<file path="config.mk">
export PLATFORM = sky130hd
export DESIGN_NAME = pipeline_share_arb_flat
export DESIGN_NICKNAME = d
export VERILOG_FILES = /design/src/rtl/pipeline_share_arb_if.sv /design/src/rtl/pipeline_share_arb.sv /design/src/flat_wrapper.sv
export SDC_FILE = /design/constraint.sdc
export NUM_CORES = 1
export LEC_CHECK = 0
export ABC_AREA = 1
export CAP_MARGIN = 20
export CELL_PAD_IN_SITES_DETAIL_PLACEMENT = 0
export CELL_PAD_IN_SITES_GLOBAL_PLACEMENT = 1
export CORE_MARGIN = 2
export CORE_UTILIZATION = 28
export CTS_CLUSTER_SIZE = 12
export DETAILED_ROUTE_END_ITERATION = 8
export PLACE_DENSITY_LB_ADDON = 0.12
export SKIP_LAST_GASP = 1
export SYNTH_ARGS = -nofsm -noshare
export SYNTH_HDL_FRONTEND = slang
export SYNTH_SLANG_ARGS = --single-unit
</file>
<file path="constraint.sdc">
create_clock -name clk -period 2.7 [get_ports clk]
set_input_delay 0.27 -clock clk [delete_from_list [all_inputs] [get_ports clk]]
set_output_delay 0.27 -clock clk [all_outputs]
set_load 0.01 [all_outputs]
</file>
<file path="src/rtl/pipeline_share_arb_if.sv">
// Handshake bundle between the shared-pipeline arbiter, its requesters
// and the pipeline itself. "master" is the arbiter view, "slave" the
// view of everything around it.
interface pipeline_share_arb_if #(
  parameter int N_REQ      = 4,
  parameter int DATA_WIDTH = 8
);
  logic [N_REQ-1:0]            req_avail;
  logic [N_REQ-1:0]            req_get;
  logic [N_REQ*DATA_WIDTH-1:0] req_data;
  logic                        pipe_avail;
  logic                        pipe_get;
  logic [DATA_WIDTH-1:0]       pipe_data;
  logic                        pipe_post_avail;
  logic                        pipe_post_get;
  logic [DATA_WIDTH-1:0]       pipe_post_data;
  logic [N_REQ-1:0]            rsp_avail;
  logic [N_REQ-1:0]            rsp_get;
  logic [DATA_WIDTH-1:0]       rsp_data;

  modport master (
    input  req_avail, req_data, pipe_get, pipe_post_avail, pipe_post_data, rsp_get,
    output req_get, pipe_avail, pipe_data, pipe_post_get, rsp_avail, rsp_data
  );

  modport slave (
    output req_avail, req_data, pipe_get, pipe_post_avail, pipe_post_data, rsp_get,
    input  req_get, pipe_avail, pipe_data, pipe_post_get, rsp_avail, rsp_data
  );
endinterface

</file>
<file path="src/rtl/pipeline_share_arb.sv">
// Round-robin sharing of one in-order avail/get pipeline between N_REQ
// requesters. Accepted words leave their requester index in a tag FIFO;
// results coming out of the pipeline are steered back to the tag at the
// FIFO head. Purely combinational on both datapaths: no added latency.
module pipeline_share_arb #(
  parameter int  N_REQ      = 4,
  parameter int  DATA_WIDTH = 8,
  parameter int  TAG_DEPTH  = 8,
  localparam int CNT_W      = $clog2(TAG_DEPTH) + 1
) (
  input  logic                   clk,
  input  logic                   rst_n,
  pipeline_share_arb_if.master   bus,
  output logic [CNT_W-1:0]       outstanding,
  output logic                   err_orphan
);

  localparam int TAG_W = $clog2(N_REQ);
  localparam int PTR_W = $clog2(TAG_DEPTH);

  logic [TAG_W-1:0] rr_ptr;
  logic [TAG_W-1:0] sel;
  logic [TAG_W-1:0] idx;
  logic [TAG_W-1:0] head;
  logic [PTR_W-1:0] wr_ptr;
  logic [PTR_W-1:0] rd_ptr;
  logic [TAG_W-1:0] tag_mem [TAG_DEPTH];
  logic             full;
  logic             empty;
  logic             push;
  logic             pop;

  // Occupancy flags come from registered state only, so a pop at full
  // cannot open the pre side in the same cycle.
  assign full  = (outstanding == CNT_W'(TAG_DEPTH));
  assign empty = (outstanding == '0);
  assign head  = tag_mem[rd_ptr];

  // Round-robin pick: scan downwards so the candidate nearest rr_ptr wins.
  always_comb begin
    sel = rr_ptr;
    idx = '0;
    for (int k = N_REQ - 1; k >= 0; k--) begin
      idx = TAG_W'((int'(rr_ptr) + k) % N_REQ);
      if (bus.req_avail[idx]) sel = idx;
    end
  end

  // Pre side: grant, data mux; every handshake output is held low in reset.
  always_comb begin
    bus.pipe_avail = rst_n && (|bus.req_avail) && !full;
    push           = bus.pipe_avail && bus.pipe_get;
    bus.req_get    = '0;
    if (push) bus.req_get[sel] = 1'b1;
    bus.pipe_data = '0;
    for (int i = 0; i < N_REQ; i++) begin
      if (TAG_W'(i) == sel) bus.pipe_data = bus.req_data[i*DATA_WIDTH +: DATA_WIDTH];
    end
  end

  // Return side: route to the head tag; other requesters' rsp_get is ignored.
  always_comb begin
    bus.rsp_avail = '0;
    if (rst_n && bus.pipe_post_avail && !empty) bus.rsp_avail[head] = 1'b1;
    bus.pipe_post_get = rst_n && !empty && bus.rsp_get[head];
    bus.rsp_data      = bus.pipe_post_data;
    pop               = bus.pipe_post_get && bus.pipe_post_avail;
  end

  // Control state: arbiter pointer, FIFO pointers, occupancy, sticky orphan flag.
  always_ff @(posedge clk or negedge rst_n) begin
    if (!rst_n) begin
      rr_ptr      <= '0;
      wr_ptr      <= '0;
      rd_ptr      <= '0;
      outstanding <= '0;
      err_orphan  <= 1'b0;
    end else begin
      if (push) begin
        rr_ptr <= (sel == TAG_W'(N_REQ - 1)) ? '0 : sel + 1'b1;
        wr_ptr <= wr_ptr + 1'b1;
      end
      if (pop) rd_ptr <= rd_ptr + 1'b1;
      case ({push, pop})
        2'b10:   outstanding <= outstanding + 1'b1;
        2'b01:   outstanding <= outstanding - 1'b1;
        default: outstanding <= outstanding;
      endcase
      if (bus.pipe_post_avail && empty) err_orphan <= 1'b1;
    end
  end

  // Tag storage; contents are only read while the FIFO is non-empty.
  always_ff @(posedge clk) begin
    if (push) tag_mem[wr_ptr] <= sel;
  end

endmodule
</file>
<file path="src/flat_wrapper.sv">
// flat-port wrapper written by rule: the top's interface ports become plain ports
module pipeline_share_arb_flat 
#(
  parameter int  N_REQ      = 4,
  parameter int  DATA_WIDTH = 8,
  parameter int  TAG_DEPTH  = 8,
  localparam int CNT_W      = $clog2(TAG_DEPTH) + 1
)
  (clk, rst_n, outstanding, err_orphan, bus_req_avail, bus_req_data, bus_pipe_get, bus_pipe_post_avail, bus_pipe_post_data, bus_rsp_get, bus_req_get, bus_pipe_avail, bus_pipe_data, bus_pipe_post_get, bus_rsp_avail, bus_rsp_data);
  pipeline_share_arb_if #(.N_REQ(N_REQ), .DATA_WIDTH(DATA_WIDTH)) bus_i ();
  input  logic clk;
  input  logic rst_n;
  output logic [CNT_W-1:0] outstanding;
  output logic err_orphan;
  input wire logic [$bits(bus_i.req_avail)-1:0] bus_req_avail;
  input wire logic [$bits(bus_i.req_data)-1:0] bus_req_data;
  input wire logic [$bits(bus_i.pipe_get)-1:0] bus_pipe_get;
  input wire logic [$bits(bus_i.pipe_post_avail)-1:0] bus_pipe_post_avail;
  input wire logic [$bits(bus_i.pipe_post_data)-1:0] bus_pipe_post_data;
  input wire logic [$bits(bus_i.rsp_get)-1:0] bus_rsp_get;
  output wire logic [$bits(bus_i.req_get)-1:0] bus_req_get;
  output wire logic [$bits(bus_i.pipe_avail)-1:0] bus_pipe_avail;
  output wire logic [$bits(bus_i.pipe_data)-1:0] bus_pipe_data;
  output wire logic [$bits(bus_i.pipe_post_get)-1:0] bus_pipe_post_get;
  output wire logic [$bits(bus_i.rsp_avail)-1:0] bus_rsp_avail;
  output wire logic [$bits(bus_i.rsp_data)-1:0] bus_rsp_data;
  assign bus_i.req_avail = bus_req_avail;
  assign bus_i.req_data = bus_req_data;
  assign bus_i.pipe_get = bus_pipe_get;
  assign bus_i.pipe_post_avail = bus_pipe_post_avail;
  assign bus_i.pipe_post_data = bus_pipe_post_data;
  assign bus_i.rsp_get = bus_rsp_get;
  assign bus_req_get = bus_i.req_get;
  assign bus_pipe_avail = bus_i.pipe_avail;
  assign bus_pipe_data = bus_i.pipe_data;
  assign bus_pipe_post_get = bus_i.pipe_post_get;
  assign bus_rsp_avail = bus_i.rsp_avail;
  assign bus_rsp_data = bus_i.rsp_data;
  pipeline_share_arb #(.N_REQ(N_REQ), .DATA_WIDTH(DATA_WIDTH), .TAG_DEPTH(TAG_DEPTH)) u_core (.clk(clk), .rst_n(rst_n), .bus(bus_i), .outstanding(outstanding), .err_orphan(err_orphan));
endmodule
</file>
==> summary.md <==
| Metric | Value |
|---|---|
| Max-slew violation total from the final report | 0 |
| Post-synthesis share of cell area spent on and, or, nand and nor gates | 30.0% |
| Top cells by area in the synthesized netlist | edfxtp_1 23%, dfrtp_1 16%, nand2_1 14% |
| Remaining routing DRC violations | 0 |
| Layout Utilization | 47.5% |
| Routability Congestion | 0.788 |
| Final setup violation count | 8 |
| Element type at the critical path end | output pin |
| Starting density of the core | 28.8% |
| Reg2reg setup slack | 130 ps |
| Status | finished with violations |
| TritonCTS clock tree | yes |
| Worst ir drop on vdd | 739 uV |
| Worst path arrival time | 2550 ps |
| Summed instance area of the synthesized netlist | 2080 um^2 |
| Chip height | 90.2 um |
| Min setup slack post-route | -116 ps |
| TNS Setup | -650 ps |
| Post-DRT Antenna Nets | 0 |
| Synthesized area per cell | 7.73 um^2 |
| IO buf count | 66 |
| Cells after synthesis | 269 |
| Synth Net Count | 331 |
| Critical path startpoint | u_core.rr_ptr[0] |
| Commonest register cell after synthesis | edfxtp_1 |
| Antenna violations before repair | 0 |
| Critical Path RT | 2430 ps |
| Cell Count Post-Placement | 453 |
| Fill cells | 739 |
| Portion of the post-synthesis area used by sequential elements | 38.7% |
| Slew at the pin with the worst max-slew slack | 306 ps |
| Largest family of logic cells by synthesized area | simple AND/OR/NAND/NOR gates |
| Leakage power summed over all cells | 0.00152 uW |
| Number of vias in the routed layout | 2,058 |
| Most common library cells after synthesis | 80 x nand2_1, 32 x inv_1, 25 x nor2_1, 16 x edfxtp_1, 15 x nand3_1 |
| Adder-cell share of the synthesized area | 6.38% |
| Multi-input gate area | 1270 um^2 |
| Fin crit period | 2820 ps |
| Area grow syn2layout | 64.7% |
| Residual overflow from global routing | 0 |
| Mux contribution to synthesized area | 0% |
| Vias in the first global route | 2,066 |
| Finished Cell Area | 3420 um^2 |
| F_max | 355 MHz |
| Floorplan die width | 90.2 um |
| Number of standard-cell rows in the floorplan | 31 |
| Met1 global-route usage | 15.2% |
| Max-capacitance violation count | 0 |
| Routed via count divided by cell count | 4.38 |
| Layout cells sized above 1 | 33.7% |
| CP max FO | 8 |
| Most numerous cell in the Yosys netlist | nand2_1 |
| Global-route layer with the greatest usage | met2 |
| Maximum number of pins on one net before global-route repair | 14 |
| Xor/xnor cell area share of the yosys netlist | 2.53% |
| Worst setup path end | bus_pipe_data[4] |
| Clock Skew | 4.29 ps |
| Endpoints failing hold | 0 |
| Number of I/O pins | 83 |
| DP HPWL | 4.30 mm |
| Buffer type at the clock tree root | clkbuf_8 |
| Fraction of post-synthesis cell area in the top cell type by area | 23.1% |
| Number of detailed-routing iterations run before antenna repair | 4 |
| Setup repair after global routing missed its margin | yes |
| Core region area | 7210 um^2 |
| GR Layer Usage met2 | 25.7% |
| Number of nets in the layout | 432 |
| Critical path startpoint category | flop |
| Worst skew pair latency | 280 ps |
| Number of flops mapped to enable cells by yosys | 16 |
| Initial drt markers | 45 |
| Met3 GRT Util | 3.52% |
| Tightest slew margin relative to the limit | 79.4% |
| Total power of the final layout | 4880 uW |
| Global-route wire length before repair | 9.22 mm |
| Clk pin slew, worst setup/hold paths | 60 ps |
| Cell area after placement | 3020 um^2 |
| Routed len/inst | 11.8 um |
| Critical register-to-register path startpoint | u_core.rd_ptr[0] |
| FFs w/ async S/R, synth | 44.8% |
| Total Routed Length | 5.54 mm |
| Ratio of final minimum period to clock period | 104% |
| Compound-gate portion of the synthesized area | 10.7% |
| Power Density | 1420 nW/um^2 |
| Count of unique library cells instantiated by Yosys | 34 |
| Post-layout instance count excluding filler cells | 470 |
| TritonCTS buffer count | 5 |
| Clock tree sinks | 29 |
| H-Tree Level Count | 2 |
| Critical register-to-register path endpoint | u_core.outstanding[3] |
| Class of the tightest hold or removal check | in -> async |
| Number of register bits inferred by synthesis | 29 |
| Antenna cells | 0 |
| Worst Path Class, Setup | reg -> out |
| Largest area contributor in the netlist | edfxtp_1 |
| Count of warnings emitted by yosys | 0 |
| Violated checks | setup timing |
| Footprint of the flip-flops and latches | 810 um^2 |
| Number of buffers on the longest clock path | 2 |
| Die area | 8130 um^2 |
| All-layer global routing usage | 14.0% |
| Reg2reg path depth | 21 |
report_power, final:
part / switching, uW / internal [uW]
Sequential: 137 / 681
Combinational: 1910 / 1800
Clock: 150 / 207
Total: 2190 / 2680
layer usage:
layer  wire length (um)  vias to the layer above
met2               2880                       43
met1               2300                      937
met5                  0                        -
met4                 95                        0
met3                265                        6
li1                   -                     1072
registers in the layout, summed over array words and instances, names as in the netlist:
signal and count:
u_core.err_orphan 1, u_core.wr_ptr 3, u_core.outstanding 4, u_core.rr_ptr 2, u_core.rd_ptr 3, u_core.tag_mem 16
how the worst min path moves through the flow:
stage	from	end
finish	rst_n	u_core.outstanding[3]
global route	rst_n	u_core.outstanding[3]
CTS	rst_n	u_core.outstanding[3]
detailed placement	u_core.err_orphan	u_core.err_orphan
floorplan	rst_n	u_core.err_orphan
global placement	u_core.err_orphan	u_core.err_orphan
critical path, stage by stage, from the launching register on:
cell,delay [ps]
dfrtp_2,480
xor2_2,210
inv_1,80
nand2_1,60
nand2_1,90
inv_1,50
nand2_2,60
nand4_1,130
nand2_4,120
inv_4,40
ha_4,140
inv_2,50
nor2_2,40
buf_6,130
buf_4,130
a221oi_2,210
o31ai_1,80
buf_2,140
stage by stage:
step	setup WS, ps	hold slack, ps
after floorplan	88.6	-25.6
after CTS	-64.9	374
after detailed placement	-594	472
after global placement	-613	454
final	-116	375
after global routing	-316	395
logic make-up after synthesis:
group,Yosys count
AND/OR/NAND/NOR,142
flip-flops,29
buffers and inverters,51
AO/OA/AOI/OAI,31
adder cells (fa/ha/maj),10
XOR/XNOR,6
what timing repair did:
| action | 4_1_cts | 5_1_grt |
|---|---|---|
| hold buffers | 0 | 0 |
| pin swaps | 5 | 26 |
| gates resized for setup | 76 | 41 |
| setup buffers | 3 | 5 |
| endpoints found under the setup margin | 13 | 14 |
| gates cloned | 1 | 0 |
placed cells by master, fill, tap and decap left out, drive strengths merged:
master / instances
a211oi: 1
a21boi: 2
a21oi: 1
a221oi: 8
a31o: 1
buf: 51
clkbuf: 9
clkdlybuf4s15: 2
clkdlybuf4s50: 54
clkinv: 1
dfrtp: 13
dlygate4sd2: 1
edfxtp: 16
fa: 1
ha: 9
inv: 35
nand2: 87
nand3: 17
nand3b: 2
nand4: 4
nor2: 27
nor3: 4
o21ai: 9
o31ai: 9
or2: 1
xnor2: 1
xor2: 5
cell type report:
cell class | count | area share [%]
Multi-Input combinational cell | 189 | 37.1
Timing Repair Buffer | 109 | 28.6
Sequential cell | 29 | 23.6
Inverter | 36 | 4.38
Tap cell | 99 | 3.62
Clock buffer | 8 | 2.63
Note: power is estimated with default switching activity, not from simulation.
